## src/rtl/ext_pipe_unit.sv

```systemverilog
// Pipelined immediate-extension unit with a 2-entry result FIFO and valid/ready on both sides.
// Optional feature: define EXT_ILLEGAL_CHK_EN to add per-entry reserved-op flags and the illegal_o port.
module ext_pipe_unit #(
    parameter int IMM_W = 16,
    parameter int OUT_W = 32,
    parameter int TAG_W = 5
) (
    input  logic             clk,
    input  logic             rst_n,
    input  logic             flush,
    input  logic             in_valid,
    output logic             in_ready,
    input  logic [IMM_W-1:0] in_imm,
    input  logic [2:0]       in_op,
    input  logic [TAG_W-1:0] in_tag,
    output logic             out_valid,
    input  logic             out_ready,
    output logic [OUT_W-1:0] out_data,
    output logic [TAG_W-1:0] out_tag
`ifdef EXT_ILLEGAL_CHK_EN
    ,
    output logic             illegal_o
`endif
);

    localparam int DEPTH = 2;

    logic [1:0]       count_reg;
    logic             wr_ptr_reg;
    logic             rd_ptr_reg;
    logic [OUT_W-1:0] data_reg [DEPTH];
    logic [TAG_W-1:0] tag_reg  [DEPTH];

    logic             push;
    logic             pop;
    logic [1:0]       count_next;
    logic [OUT_W-1:0] sext_imm;
    logic [OUT_W-1:0] ext_result;

    assign in_ready  = (count_reg != 2'd2);
    assign out_valid = (count_reg != 2'd0);

    // A flush cycle neither stores the offered beat nor retires the head.
    assign push = in_valid && in_ready && !flush;
    assign pop  = out_valid && out_ready && !flush;

    assign sext_imm = {{(OUT_W-IMM_W){in_imm[IMM_W-1]}}, in_imm};

    always_comb begin
        ext_result = '0;
        case (in_op)
            3'b000:  ext_result = {{(OUT_W-IMM_W){1'b0}}, in_imm};
            3'b001:  ext_result = sext_imm;
            3'b010:  ext_result = {in_imm, {(OUT_W-IMM_W){1'b0}}};
            3'b011:  ext_result = {sext_imm[OUT_W-3:0], 2'b00};
            3'b100:  ext_result = {{(OUT_W-8){1'b0}}, in_imm[7:0]};
            3'b101:  ext_result = {{(OUT_W-8){in_imm[7]}}, in_imm[7:0]};
            default: ext_result = '0;
        endcase
    end

    always_comb begin
        count_next = count_reg;
        if (flush) begin
            count_next = 2'd0;
        end else begin
            case ({push, pop})
                2'b10:   count_next = count_reg + 2'd1;
                2'b01:   count_next = count_reg - 2'd1;
                default: count_next = count_reg;
            endcase
        end
    end

    always_ff @(posedge clk or negedge rst_n) begin
        if (!rst_n) begin
            count_reg  <= 2'd0;
            wr_ptr_reg <= 1'b0;
            rd_ptr_reg <= 1'b0;
        end else begin
            count_reg <= count_next;
            if (flush) begin
                wr_ptr_reg <= 1'b0;
                rd_ptr_reg <= 1'b0;
            end else begin
                if (push) wr_ptr_reg <= ~wr_ptr_reg;
                if (pop)  rd_ptr_reg <= ~rd_ptr_reg;
            end
        end
    end

    // Storage is cleared on reset so the head reads as zero while empty after reset.
    always_ff @(posedge clk or negedge rst_n) begin
        if (!rst_n) begin
            for (int i = 0; i < DEPTH; i++) begin
                data_reg[i] <= '0;
                tag_reg[i]  <= '0;
            end
        end else if (push) begin
            data_reg[wr_ptr_reg] <= ext_result;
            tag_reg[wr_ptr_reg]  <= in_tag;
        end
    end

    assign out_data = data_reg[rd_ptr_reg];
    assign out_tag  = tag_reg[rd_ptr_reg];

`ifdef EXT_ILLEGAL_CHK_EN
    logic ill_reg [DEPTH];

    always_ff @(posedge clk or negedge rst_n) begin
        if (!rst_n) begin
            for (int i = 0; i < DEPTH; i++) ill_reg[i] <= 1'b0;
        end else if (push) begin
            ill_reg[wr_ptr_reg] <= (in_op[2:1] == 2'b11);
        end
    end

    assign illegal_o = out_valid && ill_reg[rd_ptr_reg];
`endif

endmodule
```

## config.mk

```make
export PLATFORM = sky130hd
export DESIGN_NAME = ext_pipe_unit
export DESIGN_NICKNAME = d
export VERILOG_FILES = /design/src/rtl/ext_pipe_unit.sv
export SDC_FILE = /design/constraint.sdc
export NUM_CORES = 1
export LEC_CHECK = 0
export CELL_PAD_IN_SITES_DETAIL_PLACEMENT = 1
export CELL_PAD_IN_SITES_GLOBAL_PLACEMENT = 2
export CORE_MARGIN = 8
export CORE_UTILIZATION = 33
export DETAILED_ROUTE_END_ITERATION = 6
export MAX_ROUTING_LAYER = met4
export PLACE_DENSITY = 0.86
export SLEW_MARGIN = 15
export SYNTH_ARGS = -nofsm -noshare
export SYNTH_HDL_FRONTEND = slang
export SYNTH_SLANG_ARGS = --single-unit
```

## constraint.sdc

```tcl
create_clock -name clk -period 1.6 [get_ports clk]
set_input_delay 0.32 -clock clk [delete_from_list [all_inputs] [get_ports clk]]
set_output_delay 0.32 -clock clk [all_outputs]
set_load 0.005 [all_outputs]
```

* Yosys cells after proc, flatten, opt, wreduce, memory -nomap -nowiden
Index checks and enable logic that the tools add are counted.
** Word-level totals
- Flip-flop bits (word level) :: 78
- Input port bits :: 29
- Output and inout bits :: 39
- Word-level logic and storage cells :: 54
** Cells by class
- Add/subtract/negate cells :: 2
- Magnitude comparators :: 3
- Equality and inequality tests :: 8
- Muxes and demuxes :: 19
- Bitwise operators :: 4
- Reductions and logical operators :: 11
** Operators by type and width (number)
- 32-bit one-hot mux with 6 select lines :: 1
- 32-bit two-way mux :: 4
- 64-bit bitwise mux :: 1
- 32-bit demux with 1-bit select :: 1
- 5-bit two-way mux :: 4
- 10-bit bitwise mux :: 1
- 3-bit by 2-bit == test with 1-bit output, second input constant :: 2
- 3-bit == test, second input constant :: 2
- 2-bit nonzero test :: 3
- 5-bit demux with 1-bit select :: 1
- 1-bit logical AND :: 5
- 2-bit greater-or-equal comparator, second input constant :: 2
- 1-bit two-way mux :: 4
- 1-bit NOT with 2-bit output :: 2
- 2-bit one-hot mux with 2 select lines :: 1
- 3-bit by 1-bit == test with 1-bit output, second input constant :: 1
- 3-bit zero test :: 1
- 3-bit nonzero test :: 1
- 2-bit by 1-bit adder with 2-bit output, second input constant :: 1
- 2-bit by 1-bit == test with 1-bit output, second input constant :: 1
- 2-bit == test, second input constant :: 1
- 2-bit by 1-bit less-than comparator with 1-bit output, second input constant :: 1
- 2-bit two-way mux :: 1
- 2-bit inequality test, second input constant :: 1
- other kinds (3) :: 4

* Depth between registers and ports, before layout
- Depth in word-level cells :: 6
- Gate-level depth with buffers :: 5
- Mapped depth without buffers :: 4

* Least setup slack after synthesis
OpenSTA, ideal clock, no wires.
- Kind :: reg-to-output
- From :: register rd_ptr_reg
- To :: output port out_data[10]
- Arrival :: 1257 ps
- Data required time :: 1280 ps
- Slack :: 23 ps
- Stages on the path, launching flop included :: 4
- Path buffers :: 2
- Cells stage by stage :: dfrtp_1 > clkbuf_1 > buf_2 > mux2_2
** Between the ends
- Longest elaborated chain between the ends :: 4
** Ends and longest elaborated chain
- from (decl) :: RTL line 30 : logic rd_ptr_reg;
- from (signal assigned) :: RTL line 87 : if (pop) rd_ptr_reg <= ~rd_ptr_reg;
- 1-bit NOT with 2-bit output (implied by the code) :: RTL line 105 : assign out_data = data_reg[rd_ptr_reg];
- 32-bit two-way mux (implied by the code) (3 in series) :: RTL line 105
- to (decl) :: RTL line 18 : output logic [OUT_W-1:0] out_data,
Every way passes these cells. The select of a mux whose other input is x is not followed.

* Worst setup path in the final report
- From :: register rd_ptr_reg
- To :: output port out_data[5]
Same word-level chain as after synthesis.

==> metrics.txt <==
largest net degree at the start of global routing=79; Slew headroom=0.579; outcome=complete, but fails checks; total grt overflow=0; GR met2 Demand/Resource=0.307; crit path max-delay cell type=dfrtp_2; # setup viols final=106; vias in the first global route=3647; synthesized cell area=4010 µm²; Worst Path Buf+Inv=4; Worst-Skew Late Latency=0.34 ns; CP endpoint kind=output port; setup TNS=-10.37 ns; worst hold slack=-0.0123 ns; first-pass GRT wire length=21300 µm; die area=15900 µm²; WP data required=1.28 ns; vias per cell=5.22; max-cap violation count=0; CP top delay family=buffers and inverters; CP most frequent cell=buf_6; final-layout fill cell count=1169; final setup skew=0.00424 ns; Seq cells post-synth=78; met3 usage=0.0422; final worst slack=-0.324 ns; XOR/XNOR share of the synthesized area=0.00218; post-synthesis mux area share=0.314; worst slack, placed=-0.438 ns; Clock Tree Buf Depth=2; violated checks=negative hold slack, negative setup slack; final cycle utilization of the critical path=1.20; max reg flops=64; I/O pin count=68; syn_area_per_cell=12.9 µm²; design area=6260 µm²; drt total wl=14000 µm; TritonCTS Buffers=9; PortBufs=67; main combinational cell family by area after synthesis=multiplexers; Max Fclk=520 MHz; initial antenna violation count=0; Die X=126 µm; Primary FF master, synth=dfrtp_1; vias=3112; overall routing resource usage=0.177; footprint of the multi-input gates=2180 µm²; Layout area overhead=56.1%; ys async rst share=1.00; initial DRC count=149; Reg area=1950 µm²; final HPWL from detailed placement=7880 µm; layout cells sized above 1=0.561; Rows=40; number of clock sinks=78; TritonRoute pass-1 iters=4; clock root cell=clkbuf_16; Detail Route Antenna Nets=0; worst hold path class=in2async; Die H=126 µm; CTS tree=done; Final min period=1.92 ns; Slew Viols, Final=0; unrepaired setup endpoints after global routing=yes; htree depth=3; crit path DAT=1.60 ns; antenna diode count=0; placed cells=546; nature of the critical path startpoint=register; Synth Warn #=0; post-synthesis compound-gate area fraction=0.0805; GR Util met1=0.203; Post-Syn Instances=310; gr busiest metal=met2; # DRC=0; sequential share of the synthesized area=0.487; EDFF count, synth=0; Worst path max stage delay=0.43 ns; Reg clk slew, reported paths=0.06 ns; critical path peak fanout=6; Post-Synth Simple-Gate Area=0.0659; final design utilization=0.523; Post-Synth Adder-Cell Area=0; Post-CTS Hold Fix Bufs=0; Layout Nets=473; Crit Path Category=reg2out; Synth cell types=41; GP Congestion=0.784; final std cells w/o fill=596; Area after DPL=5130 µm²; Worst-Margin Slew=0.624 ns; LEAKAGE=3.08 nW; cells along the critical path=buf_6 > buf_8 > buf_16 > mux2_4 > buf_6; Net Count, Synth=339; CORE AREA=12000 µm²; initial core utilization=0.335; Peak supply drop=0.684 mV; Avg WL per Cell=23.4 µm; power density cells=1110 nW/µm²; final hold violations=9
synth_stat cells, types with 2 or more instances:
master     n  share of area
o211ai_1   7          0.013
o311ai_1   2         0.0044
nand2b_1   3         0.0047
o21ai_0    3         0.0037
nand3b_1   2         0.0037
mux2_2    68           0.19
inv_1     18          0.017
mux2i_1    3         0.0075
dfrtp_1   78           0.49
nand3_1    3         0.0037
mux2_1    41           0.12
a21oi_1    4         0.0050
a22o_1     6          0.013
buf_2      6         0.0075
or2_2      2         0.0031
o31ai_1    4         0.0075
clkbuf_1   8         0.0075
nor2_1     3         0.0028
or3b_2     6          0.013
nand2_1    7         0.0066
buf_6      6          0.017
o311ai_0  11          0.024
routing by layer:
layer  vias up  part of all wire
met5         -                 0
met4         0             0.016
met3        19             0.039
met2        88              0.52
met1      1609              0.42
li1       1396                 -
logic make-up (layout without fill, tap and decap cells):
group,count (synthesis),after routing
multiplexers,112,112
flip-flops,78,78
buffers and inverters,40,179
AO/OA/AOI/OAI,42,42
AND/OR/NAND/NOR,37,37
XOR/XNOR,1,1
area by class of cell:
cell class	count	area share
Sequential cell	78	0.312
Tap cell	147	0.0294
Multi-Input combinational cell	192	0.348
Clock inverter	7	0.0142
Inverter	19	0.0118
Clock buffer	9	0.0360
Timing Repair Buffer	144	0.248
power breakdown:
part	switching (W)	leakage, nW	internal (W)
combinational	0.000746	1.92	0.00139
sequential	0.000243	1.00	0.00239
clock	0.000836	0.159	0.00136
total	0.00183	3.08	0.00514
layout by cell type (no fill, tap or decap), drive strengths merged:
master           n
o211ai           7
and3b            1
nor2b            2
a22o             6
a211oi           1
nand2b           4
dlygate4sd2      5
clkdlybuf4s50   22
and3             1
buf            112
o311ai          13
nor3b            1
inv             19
nand3            4
mux2           109
nor3             1
a21oi            4
a31oi            1
or4bb            1
o221ai           1
o21ai            3
mux2i            3
a21o             1
nand2            7
or3b             6
nand4b           1
o32ai            1
o31ai            4
bufinv           2
dfrtp           78
or2              2
and2b            1
clkbuf          14
nor2             3
nand3b           2
clkinv           5
xor2             1
path summary, 6_finish.rpt:
kind                                          start                        to  slack, ns  cells after the start
setup / recovery             rd_ptr_reg$_DFFE_PN0P_               out_data[5]      -0.32                      5
hold / removal                                rst_n  data_reg[51]$_DFFE_PN0P_      -0.01                      2
setup reg to reg           count_reg[0]$_DFFE_PN0P_  data_reg[17]$_DFFE_PN0P_      -0.07                      8
hold reg to reg              tag_reg[6]$_DFFE_PN0P_    tag_reg[6]$_DFFE_PN0P_       0.49                      1
max in group asynchronous                     rst_n  count_reg[0]$_DFFE_PN0P_       1.24                      2
min in group clk             tag_reg[6]$_DFFE_PN0P_    tag_reg[6]$_DFFE_PN0P_       0.49                      1
timing repair:
item                                    CTS  global route
gates cloned                              8             2
setup buffers                            23             8
gates resized for setup                 237            81
pin swaps                                 3             2
endpoints found under the setup margin   89           106
per-stage QoR:
stage / hold slack [ns] / total power [W]
final: -0.0123 / 0.00696
after global routing: 0.0417 / 0.00727
after CTS: 0.0272 / 0.00671
after detailed placement: 0.381 / 0.00421
after global placement: 0.369 / 0.00412
after floorplan: 0.0244 / 0.00334
(Power assumes the default switching activity.)
